`src/rtl/execute_stage.sv`:
```
// Execute stage: ARM condition check, data-processing ALU and registered writeback bundle.
// Define EXEC_MUL_EN to add the iterative shift-add MUL (otherwise MUL encodings retire illegal).
module execute_stage #(
    parameter int         M         = 32,
    parameter logic [3:0] FLAGS_RST = 4'b0000
) (
    input  logic         clk,
    input  logic         reset,
    input  logic         in_valid,
    output logic         in_ready,
    input  logic [31:0]  instruction,
    input  logic [M-1:0] rd1,
    input  logic [M-1:0] rd2,
    output logic         wb_valid,
    output logic         wb_we3,
    output logic [3:0]   wb_a3,
    output logic [M-1:0] wb_wd3,
    output logic         wb_illegal,
    output logic [3:0]   flags
);
    typedef enum logic [3:0] {
        CMD_AND = 4'b0000,
        CMD_SUB = 4'b0010,
        CMD_ADD = 4'b0100,
        CMD_CMP = 4'b1010,
        CMD_ORR = 4'b1100,
        CMD_MOV = 4'b1101
    } cmd_e;

    logic [3:0]   r_flags;
    logic         r_wb_valid;
    logic         r_wb_we3;
    logic         r_wb_illegal;
    logic [3:0]   r_wb_a3;
    logic [M-1:0] r_wb_wd3;

    logic         w_n, w_z, w_c, w_v;
    logic         w_pass;
    logic         w_accept;
    logic         w_is_mul_enc;
    logic         w_cmd_ok;
    logic         w_dp_illegal;
    logic         w_illegal;
    logic         w_writes;
    logic         w_upd_flags;
    logic [3:0]   w_cmd;
    logic [3:0]   w_rd;
    logic [4:0]   w_rot;
    logic [M-1:0] w_imm;
    logic [M-1:0] w_opb;
    logic [M:0]   w_add;
    logic [M:0]   w_sub;
    logic [M-1:0] w_res;
    logic [3:0]   w_flags_nxt;
    logic         w_mul_start;
    logic         w_mul_done;
    logic         w_mul_s;
    logic [3:0]   w_mul_rd;
    logic [M-1:0] w_mul_res;

    assign {w_n, w_z, w_c, w_v} = r_flags;
    assign w_accept     = in_valid && in_ready;
    assign w_cmd        = instruction[24:21];
    assign w_is_mul_enc = (instruction[27:22] == 6'b000000) && (instruction[7:4] == 4'b1001);
    assign w_rd         = w_is_mul_enc ? instruction[19:16] : instruction[15:12];
    assign w_writes     = (w_cmd != CMD_CMP);
    assign w_upd_flags  = instruction[20] || (w_cmd == CMD_CMP);

    always_comb begin
        w_pass = 1'b0;
        case (instruction[31:28])
            4'h0: w_pass = w_z;
            4'h1: w_pass = !w_z;
            4'h2: w_pass = w_c;
            4'h3: w_pass = !w_c;
            4'h4: w_pass = w_n;
            4'h5: w_pass = !w_n;
            4'h6: w_pass = w_v;
            4'h7: w_pass = !w_v;
            4'h8: w_pass = w_c && !w_z;
            4'h9: w_pass = !w_c || w_z;
            4'hA: w_pass = (w_n == w_v);
            4'hB: w_pass = (w_n != w_v);
            4'hC: w_pass = !w_z && (w_n == w_v);
            4'hD: w_pass = w_z || (w_n != w_v);
            4'hE: w_pass = 1'b1;
            default: w_pass = 1'b0;
        endcase
    end

    always_comb begin
        w_cmd_ok = 1'b0;
        case (w_cmd)
            CMD_AND, CMD_SUB, CMD_ADD, CMD_CMP, CMD_ORR, CMD_MOV: w_cmd_ok = 1'b1;
            default: w_cmd_ok = 1'b0;
        endcase
    end

    assign w_dp_illegal = (instruction[27:26] != 2'b00) || !w_cmd_ok ||
                          (w_writes && (instruction[15:12] == 4'hF));

    // Shift-amount of M on a zero rotation yields 0, so the OR degenerates to the plain immediate.
    assign w_rot = {instruction[11:8], 1'b0};
    assign w_imm = {{(M-8){1'b0}}, instruction[7:0]};
    assign w_opb = instruction[25] ? ((w_imm >> w_rot) | (w_imm << (7'(M) - 7'(w_rot)))) : rd2;

    assign w_add = {1'b0, rd1} + {1'b0, w_opb};
    assign w_sub = {1'b0, rd1} + {1'b0, ~w_opb} + {{M{1'b0}}, 1'b1};

    always_comb begin
        w_res       = '0;
        w_flags_nxt = r_flags;
        case (w_cmd)
            CMD_AND: w_res = rd1 & w_opb;
            CMD_ORR: w_res = rd1 | w_opb;
            CMD_MOV: w_res = w_opb;
            CMD_ADD: begin
                w_res          = w_add[M-1:0];
                w_flags_nxt[1] = w_add[M];
                w_flags_nxt[0] = (rd1[M-1] == w_opb[M-1]) && (w_add[M-1] != rd1[M-1]);
            end
            CMD_SUB, CMD_CMP: begin
                w_res          = w_sub[M-1:0];
                w_flags_nxt[1] = w_sub[M];
                w_flags_nxt[0] = (rd1[M-1] != w_opb[M-1]) && (w_sub[M-1] != rd1[M-1]);
            end
            default: w_res = '0;
        endcase
        w_flags_nxt[3] = w_res[M-1];
        w_flags_nxt[2] = (w_res == '0);
    end

`ifdef EXEC_MUL_EN
    typedef enum logic {IDLE, MUL_BUSY} state_e;
    localparam int CW = $clog2(M);

    state_e        r_state;
    state_e        w_state_nxt;
    logic [CW-1:0] r_cnt;
    logic [M-1:0]  r_mcand;
    logic [M-1:0]  r_mplier;
    logic [M-1:0]  r_acc;
    logic [3:0]    r_mul_rd;
    logic          r_mul_s;

    assign w_illegal   = w_is_mul_enc ? (instruction[19:16] == 4'hF) : w_dp_illegal;
    assign w_mul_start = w_accept && w_is_mul_enc && !w_illegal && w_pass;
    assign w_mul_done  = (r_state == MUL_BUSY) && (r_cnt == CW'(M-1));
    assign w_mul_res   = r_acc + (r_mplier[0] ? r_mcand : '0);
    assign w_mul_rd    = r_mul_rd;
    assign w_mul_s     = r_mul_s;
    assign in_ready    = (r_state == IDLE);

    always_ff @(posedge clk or posedge reset) begin
        if (reset) r_state <= IDLE;
        else       r_state <= w_state_nxt;
    end

    always_comb begin
        w_state_nxt = r_state;
        case (r_state)
            IDLE:     if (w_mul_start) w_state_nxt = MUL_BUSY;
            MUL_BUSY: if (r_cnt == CW'(M-1)) w_state_nxt = IDLE;
            default:  w_state_nxt = IDLE;
        endcase
    end

    always_ff @(posedge clk or posedge reset) begin
        if (reset) begin
            r_cnt    <= '0;
            r_mcand  <= '0;
            r_mplier <= '0;
            r_acc    <= '0;
            r_mul_rd <= '0;
            r_mul_s  <= 1'b0;
        end else if (w_mul_start) begin
            r_cnt    <= '0;
            r_mcand  <= rd1;
            r_mplier <= rd2;
            r_acc    <= '0;
            r_mul_rd <= w_rd;
            r_mul_s  <= instruction[20];
        end else if (r_state == MUL_BUSY) begin
            r_cnt    <= r_cnt + CW'(1);
            r_mcand  <= r_mcand << 1;
            r_mplier <= r_mplier >> 1;
            r_acc    <= w_mul_res;
        end
    end
`else
    assign w_illegal   = w_is_mul_enc || w_dp_illegal;
    assign w_mul_start = 1'b0;
    assign w_mul_done  = 1'b0;
    assign w_mul_res   = '0;
    assign w_mul_rd    = '0;
    assign w_mul_s     = 1'b0;
    assign in_ready    = 1'b1;
`endif

    always_ff @(posedge clk or posedge reset) begin
        if (reset) begin
            r_flags      <= FLAGS_RST;
            r_wb_valid   <= 1'b0;
            r_wb_we3     <= 1'b0;
            r_wb_illegal <= 1'b0;
            r_wb_a3      <= '0;
            r_wb_wd3     <= '0;
        end else begin
            r_wb_valid   <= 1'b0;
            r_wb_we3     <= 1'b0;
            r_wb_illegal <= 1'b0;
            if (w_mul_done) begin
                r_wb_valid <= 1'b1;
                r_wb_we3   <= 1'b1;
                r_wb_a3    <= w_mul_rd;
                r_wb_wd3   <= w_mul_res;
                if (w_mul_s) r_flags[3:2] <= {w_mul_res[M-1], (w_mul_res == '0)};
            end else if (w_accept && !w_mul_start) begin
                r_wb_valid   <= 1'b1;
                r_wb_illegal <= w_illegal;
                r_wb_we3     <= !w_illegal && w_pass && w_writes;
                r_wb_a3      <= w_rd;
                r_wb_wd3     <= w_res;
                if (!w_illegal && w_pass && w_upd_flags) r_flags <= w_flags_nxt;
            end
        end
    end

    assign wb_valid   = r_wb_valid;
    assign wb_we3     = r_wb_we3;
    assign wb_illegal = r_wb_illegal;
    assign wb_a3      = r_wb_a3;
    assign wb_wd3     = r_wb_wd3;
    assign flags      = r_flags;
endmodule

```
`config.mk`:
```
export PLATFORM = sky130hd
export DESIGN_NAME = execute_stage
export DESIGN_NICKNAME = d
export VERILOG_FILES = /design/src/rtl/execute_stage.sv
export SDC_FILE = /design/constraint.sdc
export NUM_CORES = 1
export LEC_CHECK = 0
export CELL_PAD_IN_SITES_DETAIL_PLACEMENT = 2
export CELL_PAD_IN_SITES_GLOBAL_PLACEMENT = 2
export CORE_AREA = 2 2 151 153
export CTS_CLUSTER_DIAMETER = 100
export DETAILED_ROUTE_END_ITERATION = 10
export DIE_AREA = 0 0 153 155
export DONT_BUFFER_PORTS = 1
export PLACE_DENSITY = 0.95
export SLEW_MARGIN = 0
export SYNTH_ARGS = -nofsm -noshare
export SYNTH_HDL_FRONTEND = slang
export SYNTH_SLANG_ARGS = --single-unit
export TNS_END_PERCENT = 1
```
`constraint.sdc`:
```
create_clock -name clk -period 4 [get_ports clk]
set_clock_uncertainty 0.05 [all_clocks]
set_input_delay 1 -clock clk [delete_from_list [all_inputs] [get_ports clk]]
set_output_delay 1 -clock clk [all_outputs]
set_load 0.01 [all_outputs]
```
==> summary.md, run 1 <==
| Metric | Value |
|---|---|
| Cells after synthesis | 1,246 |
| Die Y | 155 um |
| Last stage | detailed placement |
| Synth async-reset ratio | 1.00 |
| Dominant cell type by area after synthesis | ha_1 |
| IO Pins | roughly 140 |
| YS warnings | 0 |
| Main synth FF type | dfrtp_1 |
| Port buffer count | 0 |
| Status | stopped before the end |
| Largest cells by area after synthesis | ha_1, dfrtp_1, a21oi_1 |
| Post-synthesis register bit count | between 40 and 50 |
| Synth Area per Inst | between 7 and 8 um^2 |
| Starting Density | 0.403 |
| Number of synthesized flops with an enable pin | 0 |
| Netlist cell types | 100 |
| Post-Syn Nets | 1,455 |
| Die Width | 153 um |
| Hpwl dp | 53.4 mm |
| Synth Cell Area | 8960 um^2 |
| Cell Rows | 55 |
| Top post-synthesis cells by count | nor2_1, a21oi_1, ha_1, inv_1, nand2_1 |
| Post-synth top area share | 0.151 |
| Post-synthesis sequential area ratio | 0.120 |
| First Err | [ERROR DPL-0033] detailed placement checks failed during check placement. |
| Most common cell in the netlist | nor2_1 |
| GP Congestion | 1.06 |
[cells by family after synthesis]
family | count (synthesis) | share of synthesized area
AO/OA/AOI/OAI | 445 | 0.356
XOR/XNOR | 15 | 0.0155
adder cells (fa/ha/maj) | 110 | 0.155
buffers and inverters | 181 | 0.0797
flip-flops | 43 | 0.120
multiplexers | 40 | 0.0489
other | 1 | 0.000418
AND/OR/NAND/NOR | 411 | 0.224
[per-stage QoR]
| step | TNS (ns) | cells | instance area [um^2] | hold WS [ns] | setup WS [ns] |
|---|---|---|---|---|---|
| after floorplan | -22.00 | 1246 | 9070 | 0.466 | -1.23 |
| after global placement | -31.00 | 1882 | 12300 | 0.505 | -1.37 |
==> run 2: changes to the inputs <==
Settings changed: CELL_PAD_IN_SITES_DETAIL_PLACEMENT 2 to default, CELL_PAD_IN_SITES_GLOBAL_PLACEMENT 2 to default, CORE_AREA 2 2 151 153 to 2 2 153 155, CTS_CLUSTER_DIAMETER 100 to default, DIE_AREA 0 0 153 155 to 0 0 155 157, PLACE_DENSITY 0.95 to default, PLACE_DENSITY_LB_ADDON from default to 0.15.
==> run 2 against run 1 <==
Effect of this change: the flow now finishes, with violations (setup timing); synthesized area is the same; synthesized cell count is the same.
==> summary.md, run 2 <==
| Metric | Value |
|---|---|
| Status | finished with violations |
| Post-Syn Nets | 1,455 (unchanged) |
| Share of layout cells above drive strength 1 | 0.397 |
| Clk Latency, worst-skew pair | 0.28 ns |
| Metal3 WL | 3.75 mm |
| Die Y | 157 um (+1.3%) |
| Dominant cell type by area after synthesis | ha_1 |
| Floorplan core area | 22,500 um^2 |
| Synth Cell Area | 8960 um^2 (unchanged) |
| Worst R2R End | flags[2] |
| Drt first pass iters | 5 |
| Hold violation count in the final report | 0 |
| Clk sinks | 43 |
| Cell Rows | 55 (unchanged) |
| Max transition margin | 0.232 |
| IO Pins | 143 (unchanged) |
| Top post-synthesis cells by count | nor2_1, a21oi_1, ha_1, inv_1, nand2_1 |
| Most common cell after layout, fill and taps aside | buf_4 |
| Final Slew Violations | 0 |
| Switching pwr | 1.40 mW |
| Worst-path maximum fanout | 15 |
| Worst Hold Class | reg2reg |
| Sequential share of power | 0.177 |
| Tcrit/Tclk final | 1.26 |
| Max cap viols | 0 |
| Avg Vias per Cell | 5.99 |
| DRC | 0 |
| Failing checks | setup timing |
| CTS root buffer | clkbuf_16 |
| Final setup TNS | -18.28 ns |
| Final setup fails | 31 |
| WP data arrival | 5.21 ns |
| Leak | approximately 6.2 nW |
| DR top layer | met4 |
| Worst slew pin tran | 1.15 ns |
| Maximum vdd ir drop | 188 uV |
| Hpwl dp | 34.0 mm (-36%) |
| Max FFs per register | 32 |
| Timing startpoint of the critical path | instruction[9] |
| Largest net degree at the start of global routing | a little over 60 |
| Netlist cell types | 100 (unchanged) |
| Wl on met1 | 17.6 mm |
| Hold-fix buffers, CTS | 0 |
| Largest cells by area after synthesis | ha_1, dfrtp_1, a21oi_1 |
| GP Congestion | 0.988 (-6.9%) |
| YS warnings | 0 (unchanged) |
| RR Startpoint | flags[2] |
| TritonCTS clock tree | yes |
| Post-synthesis sequential area ratio | 0.120 (unchanged) |
| Post-DRT Antenna Nets | 0 |
| PnR worst setup slack | -1.05 ns |
| Filler cells | 2,070 |
| WL met2 | 18.9 mm |
| Initial antenna violation count | 0 |
| Footprint of the multi-input gates | 8100 um^2 |
| Number of global-route vias before repair | between 10,000 and 15,000 |
| Number of synthesized flops with an enable pin | 0 (unchanged) |
| Global-route usage over all layers | 0.340 |
| Post-Route WL | approximately 42 mm |
| Grt total ovfl | 0 |
| Logic pwr share | 0.683 |
| Die footprint | 24,300 um^2 |
| Port buffer count | 0 (unchanged) |
| Crit-path cells | inv_8, ha_4, buf_6, o21a_1, o32ai_2, o2111ai_2, a41oi_4, buf_12, ha_4, fa_2, a211oi_4, o41a_1, a21bo_4, o31ai_4, a311oi_2, a221o_1, a221oi_4, o2111ai_1, nand4b_1, o21ai_1 |
| Layout area overhead | 51.7% |
| Global-route wire length before repair | 64.7 mm |
| Main synth FF type | dfrtp_1 |
| Post-synth top area share | 0.151 (unchanged) |
| CP startpoint kind | input port |
| Post-synthesis register bit count | 43 (unchanged) |
| Starting Density | 0.398 (-0.00493) |
| Die Width | 155 um (+1.3%) |
| Sw Ratio | 0.425 |
| Cells after synthesis | 1,246 (unchanged) |
| Most frequent cells in the layout | buf_4, nor2_1, inv_1, nand2_1, ha_1 |
| Reg clk slew, reported paths | 0.06 ns |
| CP Capture Point | flags[2] |
| Drt wl/cell | 22.1 um |
| Internal power | 1.90 mW |
| Worst r2r path cells | 10 |
| Via count | 11,500 |
| FMAX | 0.198 GHz |
| Register-to-register setup slack | 0.86 ns |
| Most common cell on crit path | ha_4 |
| Crit-path slowest cell | o41a_1 |
| Clock Path Buffers | 2 |
| H-tree levels | 2 |
| Cts bufs inserted | 5 |
| Synth async-reset ratio | 1.00 (unchanged) |
| Tmin final | 5.05 ns |
| RSZ-0062 raised after global routing | true |
| Diode count | 0 |
| Storage cell area | approximately 1100 um^2 |
| Critical path endpoint category | flip-flop |
| CP required | 4.16 ns |
| CP peak stage delay | 0.36 ns |
| Most common cell in the netlist | nor2_1 |
| Final nets | 1,841 |
| Synth Area per Inst | 7.19 um^2 (unchanged) |
| Setup Crit Path Kind | in2reg |
| DRT iter0 DRCs | 853 |
| Final core utilization | 0.604 |
| Pwr Density | 243 nW/um^2 |
| Clk pwr share | 0.140 |
## run 2: cell families (layout without fill, tap and decap cells)
logic type	count (synthesis)	in the layout	synth area share
AOI/OAI and AO/OA	445	445	0.356
and+or+nand+nor	411	411	0.224
buffers and inverters	181	568	0.0797
adders and majority gates	110	110	0.155
DFF	43	43	0.120
muxes	40	40	0.0489
xor gates and xnor gates	15	15	0.0155
other	1	1	0.000418
## run 2: routing by layer
layer | vias to the layer above | global-route usage
met3 | 95 | 0.0686
li1 | 5404 | -
met4 | 0 | 0.151
met1 | 5453 | 0.438
met2 | 540 | 0.550
met5 | - | 0
## run 2: metrics by stage
stage	std cells	setup WS (ns)	total power, mW	hold WS (ns)	instance area [um^2]
after detailed placement	1890	-1.67	2.56	0.520	12400
after CTS	1910	-0.935	3.15	0.534	13100
after global placement	1890	-1.71	2.55	0.515	12400
after floorplan	1246	-1.23	1.59	0.466	9070
final	1918	-1.05	3.30	0.527	13600
after global routing	1918	-1.15	3.50	0.547	13600
## run 2: final cells by class
class,instances,share of cell area
timing repair buffer,451,0.255
clock inverter,3,0.00322
tap,285,0.0262
clock buffer,5,0.00920
inverter,109,0.0312
multi-input combinational,1022,0.596
sequential,43,0.0792
## run 2: worst max-delay path: cells and delay by family
family	cells	cell delay (ns)
AND/OR/NAND/NOR	1	0.20
adder cells (fa/ha/maj)	3	0.66
AO/OA/AOI/OAI	13	3.04
buffers and inverters	3	0.31
## run 2: worst min-delay path by stage
| stage | startpoint | endpoint | slack, ns | depth (start not counted) |
|---|---|---|---|---|
| CTS | wb_wd3[3] | wb_wd3[3] | 0.53 | 1 |
| global route | wb_wd3[2] | wb_wd3[2] | 0.55 | 1 |
| floorplan | wb_wd3[29] | wb_wd3[29] | 0.47 | 1 |
| global placement | wb_wd3[12] | wb_wd3[12] | 0.52 | 1 |
| finish | wb_wd3[12] | wb_wd3[12] | 0.53 | 1 |
| detailed placement | wb_wd3[3] | wb_wd3[3] | 0.52 | 1 |
## run 2: power by group through the flow
stage | registers [mW] | logic, mW | clock network (mW)
floorplan | 0.571 | 1.02 | 0
global placement | 0.593 | 1.96 | 0
detailed placement | 0.593 | 1.97 | 0
CTS | 0.588 | 2.10 | 0.467
global route | 0.593 | 2.41 | 0.489
finish | 0.586 | 2.25 | 0.462
## run 2: what timing repair did
item                                    4_1_cts  5_1_grt
resized for setup                           104       77
buffers inserted                             12        8
pin swaps                                    39       38
endpoints found under the setup margin       32       33
Note: power is estimated with default switching activity, not from simulation.
==> run 3: changes to the inputs <==
Settings changed: CORE_AREA 2 2 153 155 to 2 2 171 139, DIE_AREA 0 0 155 157 to 0 0 173 141, SLEW_MARGIN 0 to 10.
==> run 3 against run 2 <==
Effect of this change: combinational power decreased by 2%; via count about the same; critical path depth is 1 higher; largest power group unchanged; cell count grew 1.5%; core utilization decreased by 1.9 points; fmax up 0.16%; the run still ends with setup timing left.
==> summary.md, run 3 (synthesis gave the netlist of run 2 again) <==
| Metric | Value |
|---|---|
| Status | finished with violations |
| Failing checks | setup timing |
| Cell Rows | 50 (-9.1%) |
| Hpwl dp | 33.7 mm (-0.93%) |
| Die Width | 173 um (+12%) |
| Via count | 11,500 (+0.061%) |
| Storage cell area | 1080 um^2 (unchanged) |
| Clock Path Buffers | 2 (unchanged) |
| Share of layout cells above drive strength 1 | 0.378 (-0.0192) |
| Floorplan core area | 22,900 um^2 (+1.8%) |
| Tmin final | 5.04 ns (-0.00831 ns) |
| Tcrit/Tclk final | 1.26 (-0.00208) |
| TritonCTS clock tree | yes |
| H-tree levels | 2 (unchanged) |
| Clk sinks | 43 (unchanged) |
| Leak | 6.18 nW (-0.32%) |
| Final nets | 1,842 (+0.054%) |
| RSZ-0062 raised after global routing | true |
| PnR worst setup slack | -1.04 ns (+0.00831 ns) |
| Clk Latency, worst-skew pair | 0.29 ns (about the same) |
| Die Y | 141 um (-10%) |
| Filler cells | 2,234 (+7.9%) |
| DP Cell Count | 1,926 (+1.9%) |
| Reg clk slew, reported paths | 0.06 ns (about the same) |
| Number of global-route vias before repair | 11,100 (-3.5%) |
| Final Cell Area | 13,400 um^2 (-1.4%) |
| Worst Hold Class | in2async |
| Pwr Density | 247 nW/um^2 (+1.8%) |
| Drt first pass iters | 6 (+1) |
| Max FFs per register | 32 (unchanged) |
| Global-route usage over all layers | 0.331 (-0.00894) |
| Layout area overhead | 49.6% |
| Worst-path maximum fanout | 15 (unchanged) |
| Max cap viols | 0 (unchanged) |
| Diode count | 0 (unchanged) |
| Initial antenna violation count | 0 (unchanged) |
| Most frequent cells in the layout | buf_4, nor2_1, inv_1, a21oi_1, ha_1 |
| Final setup fails | 32 (+3.2%) |
| Post-DRT Antenna Nets | 0 (unchanged) |
| Die footprint | 24,400 um^2 (+0.24%) |
| Most common cell after layout, fill and taps aside | buf_4 |
| WP data arrival | 5.21 ns (about the same) |
| Post-Route WL | 41.5 mm (-2.1%) |
| GP Congestion | 0.970 (-1.8%) |
| Hold-fix buffers, CTS | 0 (unchanged) |
| CTS root buffer | clkbuf_16 |
| IO Pins | 143 (unchanged) |
| Post-DP Area | 12,500 um^2 (+1.2%) |
| Drt wl/cell | 21.4 um (-3.5%) |
| DRT iter0 DRCs | 1,235 (+45%) |
| Port buffer count | 0 (unchanged) |
| Footprint of the multi-input gates | 7830 um^2 (-3.3%) |
| Final Slew Violations | 0 (unchanged) |
| Cts bufs inserted | 5 (unchanged) |
| Avg Vias per Cell | 5.91 (-1.4%) |
| Hold violation count in the final report | 0 (unchanged) |
| Fin cells | 1,946 (+1.5%) |
| Critical path endpoint category | flip-flop |
| Maximum vdd ir drop | 196 uV (+4.3%) |
| Largest net degree at the start of global routing | 61 (unchanged) |
| CP startpoint kind | input port |
| Setup Crit Path Kind | in2reg |
| Grt total ovfl | 0 (unchanged) |
| FMAX | 0.198 GHz (+0.16%) |
| DRC | 0 (unchanged) |
| CP required | 4.17 ns (about the same) |
| Starting Density | 0.391 (-0.00685) |
| Global-route wire length before repair | 63.9 mm (-1.1%) |
| Max transition margin | 0.342 (+0.110) |
| Worst slew pin tran | 0.983 ns (-0.164 ns) |
run 3: cell types whose count changed in the layout (fill, tap and decap cells not counted), sizes merged:
cell    delta
clkbuf     +1
clkinv     -2
bufinv     +1
buf        +1
run 3: critical path: stages:
cell       delay, ns
inv_8           0.02
ha_4            0.28
buf_6           0.14
o21a_1          0.17
o32ai_2         0.14
o2111ai_2       0.18
a41oi_2         0.20
buf_4           0.17
buf_6           0.10
ha_4            0.13
fa_2            0.24
a211oi_4        0.08
o41a_1          0.37
a21bo_4         0.27
o31ai_4         0.36
a311oi_4        0.18
a221o_1         0.36
a221oi_4        0.34
o2111ai_1       0.15
nand4b_1        0.20
o21ai_1         0.13
run 3: final timing paths:
kind                                start  slack (ns)         end  cells after the start
setup / recovery           instruction[9]       -1.04    flags[2]                     21
hold / removal                      reset        0.50   wb_wd3[2]                      1
setup reg to reg                 flags[2]        0.82    flags[2]                     11
hold reg to reg                 wb_wd3[2]        0.53   wb_wd3[2]                      1
max in group asynchronous           reset        2.67  wb_wd3[19]                      2
min in group clk                wb_wd3[2]        0.53   wb_wd3[2]                      1
run 3: metal layers:
metal / global-route usage / vias up / wire length [um]
met1: 0.480 / 5488 / 19300
met5: 0 / - / 0
met2: 0.518 / 547 / 17700
met3: 0.0494 / 69 / 3450
met4: 0.0709 / 0 / 1040
li1: - / 5395 / -
run 3: cell type report:
type / instances / share of cell area
Clock buffer: 6 / 0.00961
Clock inverter: 2 / 0.00448
Inverter: 109 / 0.0316
Multi-Input combinational cell: 1022 / 0.584
Sequential cell: 43 / 0.0803
Tap cell: 312 / 0.0291
Timing Repair Buffer: 452 / 0.261
run 3: timing repair:
action | 4_1_cts | 5_1_grt
cloned | 0 | 0
endpoints found under the setup margin | 34 | 34
endpoints found under the hold margin | 0 | 0
pin swaps | 30 | 26
setup buffers | 9 | 3
resized for setup | 73 | 57
run 3: power by group:
part	switching, mW	total [mW]	leakage (nW)	internal (mW)
clock	0.175	0.534	0.0911	0.358
combinational	1.11	2.20	5.57	1.09
sequential	0.0881	0.586	0.520	0.498
run 3: metrics by stage:
step	setup WS, ns	utilization	power, mW	hold slack [ns]	TNS (ns)
floorplan	-1.23	-	1.59	0.466	-22.00
CTS	-0.963	0.573	3.21	0.512	-18.47
global placement	-1.64	0.547	2.57	0.512	-33.49
finish	-1.04	0.586	3.32	0.500	-20.04
global route	-1.23	0.586	3.51	0.520	-25.29
detailed placement	-1.61	0.547	2.58	0.518	-33.69
==> run 4: changes to the inputs <==
Settings changed: SLEW_MARGIN 10 to 20.
Clock period 4 ns to 4.5 ns, I/O delays scaled along.
==> run 4 against run 3 <==
Effect of this change: the flow still finishes with violations (setup timing); combinational power decreased by 13%; count of clock-buffer cells in the layout unchanged; core utilization decreased by 1.1 points; cell count decreased by 0.77%; first-iteration DRC count decreased by 17%; via count decreased by 0.63%; critical path depth unchanged; die area unchanged; largest power group unchanged.
==> summary.md, run 4 (synthesis gave the netlist of run 2 again) <==
| Metric | Value |
|---|---|
| Status | finished with violations |
| Failing checks | setup timing |
| Avg Vias per Cell | 5.92 (+0.14%) |
| CTS root buffer | clkbuf_16 |
| TritonCTS clock tree | yes |
| Starting Density | 0.391 (unchanged) |
| Most common cell after layout, fill and taps aside | buf_4 |
| Hold slack | 0.520 ns (+0.0195 ns) |
| DRC | 0 (unchanged) |
| Post-DP Area | 12,300 um^2 (-1.5%) |
| CP Capture Point | flags[2] |
| H-tree levels | 2 (unchanged) |
| PnR worst setup slack | -0.774 ns (+0.271 ns) |
| Crit-path slowest cell | o41a_1 |
| Floorplan core area | 22,900 um^2 (unchanged) |
| Post-DRT Antenna Nets | 0 (unchanged) |
| Cell Rows | 50 (unchanged) |
| Sw Ratio | 0.429 (+0.0148) |
| Hold path start | wb_wd3[27] |
| Final setup TNS | -9.89 ns (+10.15 ns) |
| Clock Path Buffers | 2 (unchanged) |
| DRT iter0 DRCs | 1,027 (-17%) |
| Clk pwr share | 0.126 (-0.035) |
| CP required | 4.67 ns (+0.50 ns) |
| Final Slew Violations | 0 (unchanged) |
| Internal power | 1.59 mW (-18%) |
| Post-Route WL | 41.2 mm (-0.94%) |
| CP startpoint kind | input port |
| Final Cell Area | 13,200 um^2 (-1.8%) |
| RR Startpoint | flags[2] |
| Clk Latency, worst-skew pair | 0.29 ns (about the same) |
| Setup Crit Path Kind | in2reg |
| Register-to-register setup slack | 1.25 ns (+0.43 ns) |
| Global-route wire length before repair | 62.6 mm (-2.0%) |
| Layout area overhead | 46.9% |
| Tcrit/Tclk final | 1.17 |
| Maximum vdd ir drop | 149 uV (-24%) |
| Final setup fails | 24 (-25%) |
| Crit-path cells | inv_12, ha_4, buf_6, buf_6, o21a_1, o32ai_2, o2111ai_2, a41oi_2, buf_4, ha_4, fa_2, a211oi_2, o41a_1, a21bo_4, o31ai_4, a311oi_4, a221o_1, a221oi_4, o2111ai_1, nand4b_1, o21ai_1 |
| Fin cells | 1,931 (-0.77%) |
| Critical path endpoint category | flip-flop |
| Drt wl/cell | 21.3 um (-0.17%) |
| Drt first pass iters | 5 (-1) |
| Number of global-route vias before repair | 11,100 (+0.71%) |
| Final nets | 1,827 (-0.81%) |
| Tmin final | 5.27 ns |
| Port buffer count | 0 (unchanged) |
| Die Width | 173 um (unchanged) |
| Filler cells | 2,261 (+1.2%) |
| Clk sinks | 43 (unchanged) |
| Initial antenna violation count | 0 (unchanged) |
| Cts bufs inserted | 5 (unchanged) |
| GP Congestion | 1.02 (+5.2%) |
| Die Y | 141 um (unchanged) |
| FMAX | 0.190 GHz |
| Max transition margin | 0.363 (+0.0210) |
| Global-route usage over all layers | 0.326 (-0.00463) |
| Hold-fix buffers, CTS | 0 (unchanged) |
| Worst slew pin tran | 0.952 ns (-0.0314 ns) |
| Die footprint | 24,400 um^2 (unchanged) |
| Most frequent cells in the layout | buf_4, nor2_1, inv_1, ha_1, a21oi_1 |
| CP peak stage delay | 0.46 ns (+0.09 ns) |
| Worst R2R End | flags[2] |
| Grt total ovfl | 0 (unchanged) |
| Leak | 6.07 nW (-1.9%) |
| Largest net degree at the start of global routing | 61 (unchanged) |
| Max cap viols | 0 (unchanged) |
| Diode count | 0 (unchanged) |
| Via count | 11,400 (-0.63%) |
| DP Cell Count | 1,910 (-0.83%) |
| WP data arrival | 5.45 ns (+0.24 ns) |
| Logic pwr share | 0.688 (+0.026) |
| Sequential share of power | 0.186 (+0.009) |
| Max FFs per register | 32 (unchanged) |
| Reg clk slew, reported paths | 0.06 ns (about the same) |
| Pwr Density | 212 nW/um^2 (-14%) |
| Share of layout cells above drive strength 1 | 0.372 (-0.00638) |
| IO Pins | 143 (unchanged) |
| Hold violation count in the final report | 0 (unchanged) |
| Switching pwr | 1.20 mW (-13%) |
| Worst r2r path cells | 11 (unchanged) |
| Hpwl dp | 33.4 mm (-0.79%) |
| Worst-path maximum fanout | 33 (+18) |
| Timing startpoint of the critical path | instruction[8] |
| Worst Hold Class | reg2reg |
| RSZ-0062 raised after global routing | true |
[run 4: power by group through the flow]
stage	registers, mW	logic [mW]	clock network (mW)
2_1_floorplan	0.507	0.908	0
3_3_place_gp	0.524	1.73	0
3_5_place_dp	0.526	1.74	0
4_1_cts	0.519	1.84	0.358
5_1_grt	0.525	2.06	0.375
6_report	0.519	1.92	0.352
[run 4: worst min-delay path by stage]
| stage | end | cells after the start |
|---|---|---|
| 5_1_grt | wb_wd3[27] | 2 |
| 3_3_place_gp | wb_wd3[27] | 2 |
| 6_report | wb_wd3[27] | 2 |
| 2_1_floorplan | wb_wd3[29] | 1 |
| 3_5_place_dp | wb_wd3[27] | 2 |
| 4_1_cts | wb_wd3[27] | 2 |
[run 4: critical path, delay by kind of cell]
kind / cells / cell delay (ns)
buf+inv: 4 / 0.45
simple gates: 1 / 0.19
compound gates: 13 / 3.05
fa+ha+maj: 3 / 0.60
[run 4: layout make-up]
class                   instances  area, um^2  share of cell area
flip-flops and latches         43        1080              0.0817
inverters                     109         424              0.0322
multi-input cells            1022        7810               0.593
repair buffers                437        3320               0.252
clock buffers                   6         129             0.00979
well taps                     312         390              0.0297
clock inverters                 2        12.5            0.000951
[run 4: metrics by stage]
step / util / total power [mW] / worst slack (ns)
detailed placement: 0.539 / 2.27 / -1.19
global placement: 0.539 / 2.25 / -1.14
finish: 0.575 / 2.79 / -0.774
global route: 0.575 / 2.96 / -0.832
CTS: 0.565 / 2.71 / -0.645
floorplan: - / 1.42 / -0.853
[run 4: what timing repair did]
action,CTS,global route
setup endpoints to repair,26,28
gates resized for setup,82,47
pin swaps,31,12
buffers inserted,11,2
[run 4: layer usage]
metal / routed length (um) / part of all wire / global-route usage
met2: 17000 / 0.41 / 0.488
met4: 1540 / 0.037 / 0.115
met5: 0 / 0 / 0
met3: 3950 / 0.096 / 0.0831
met1: 18600 / 0.45 / 0.453
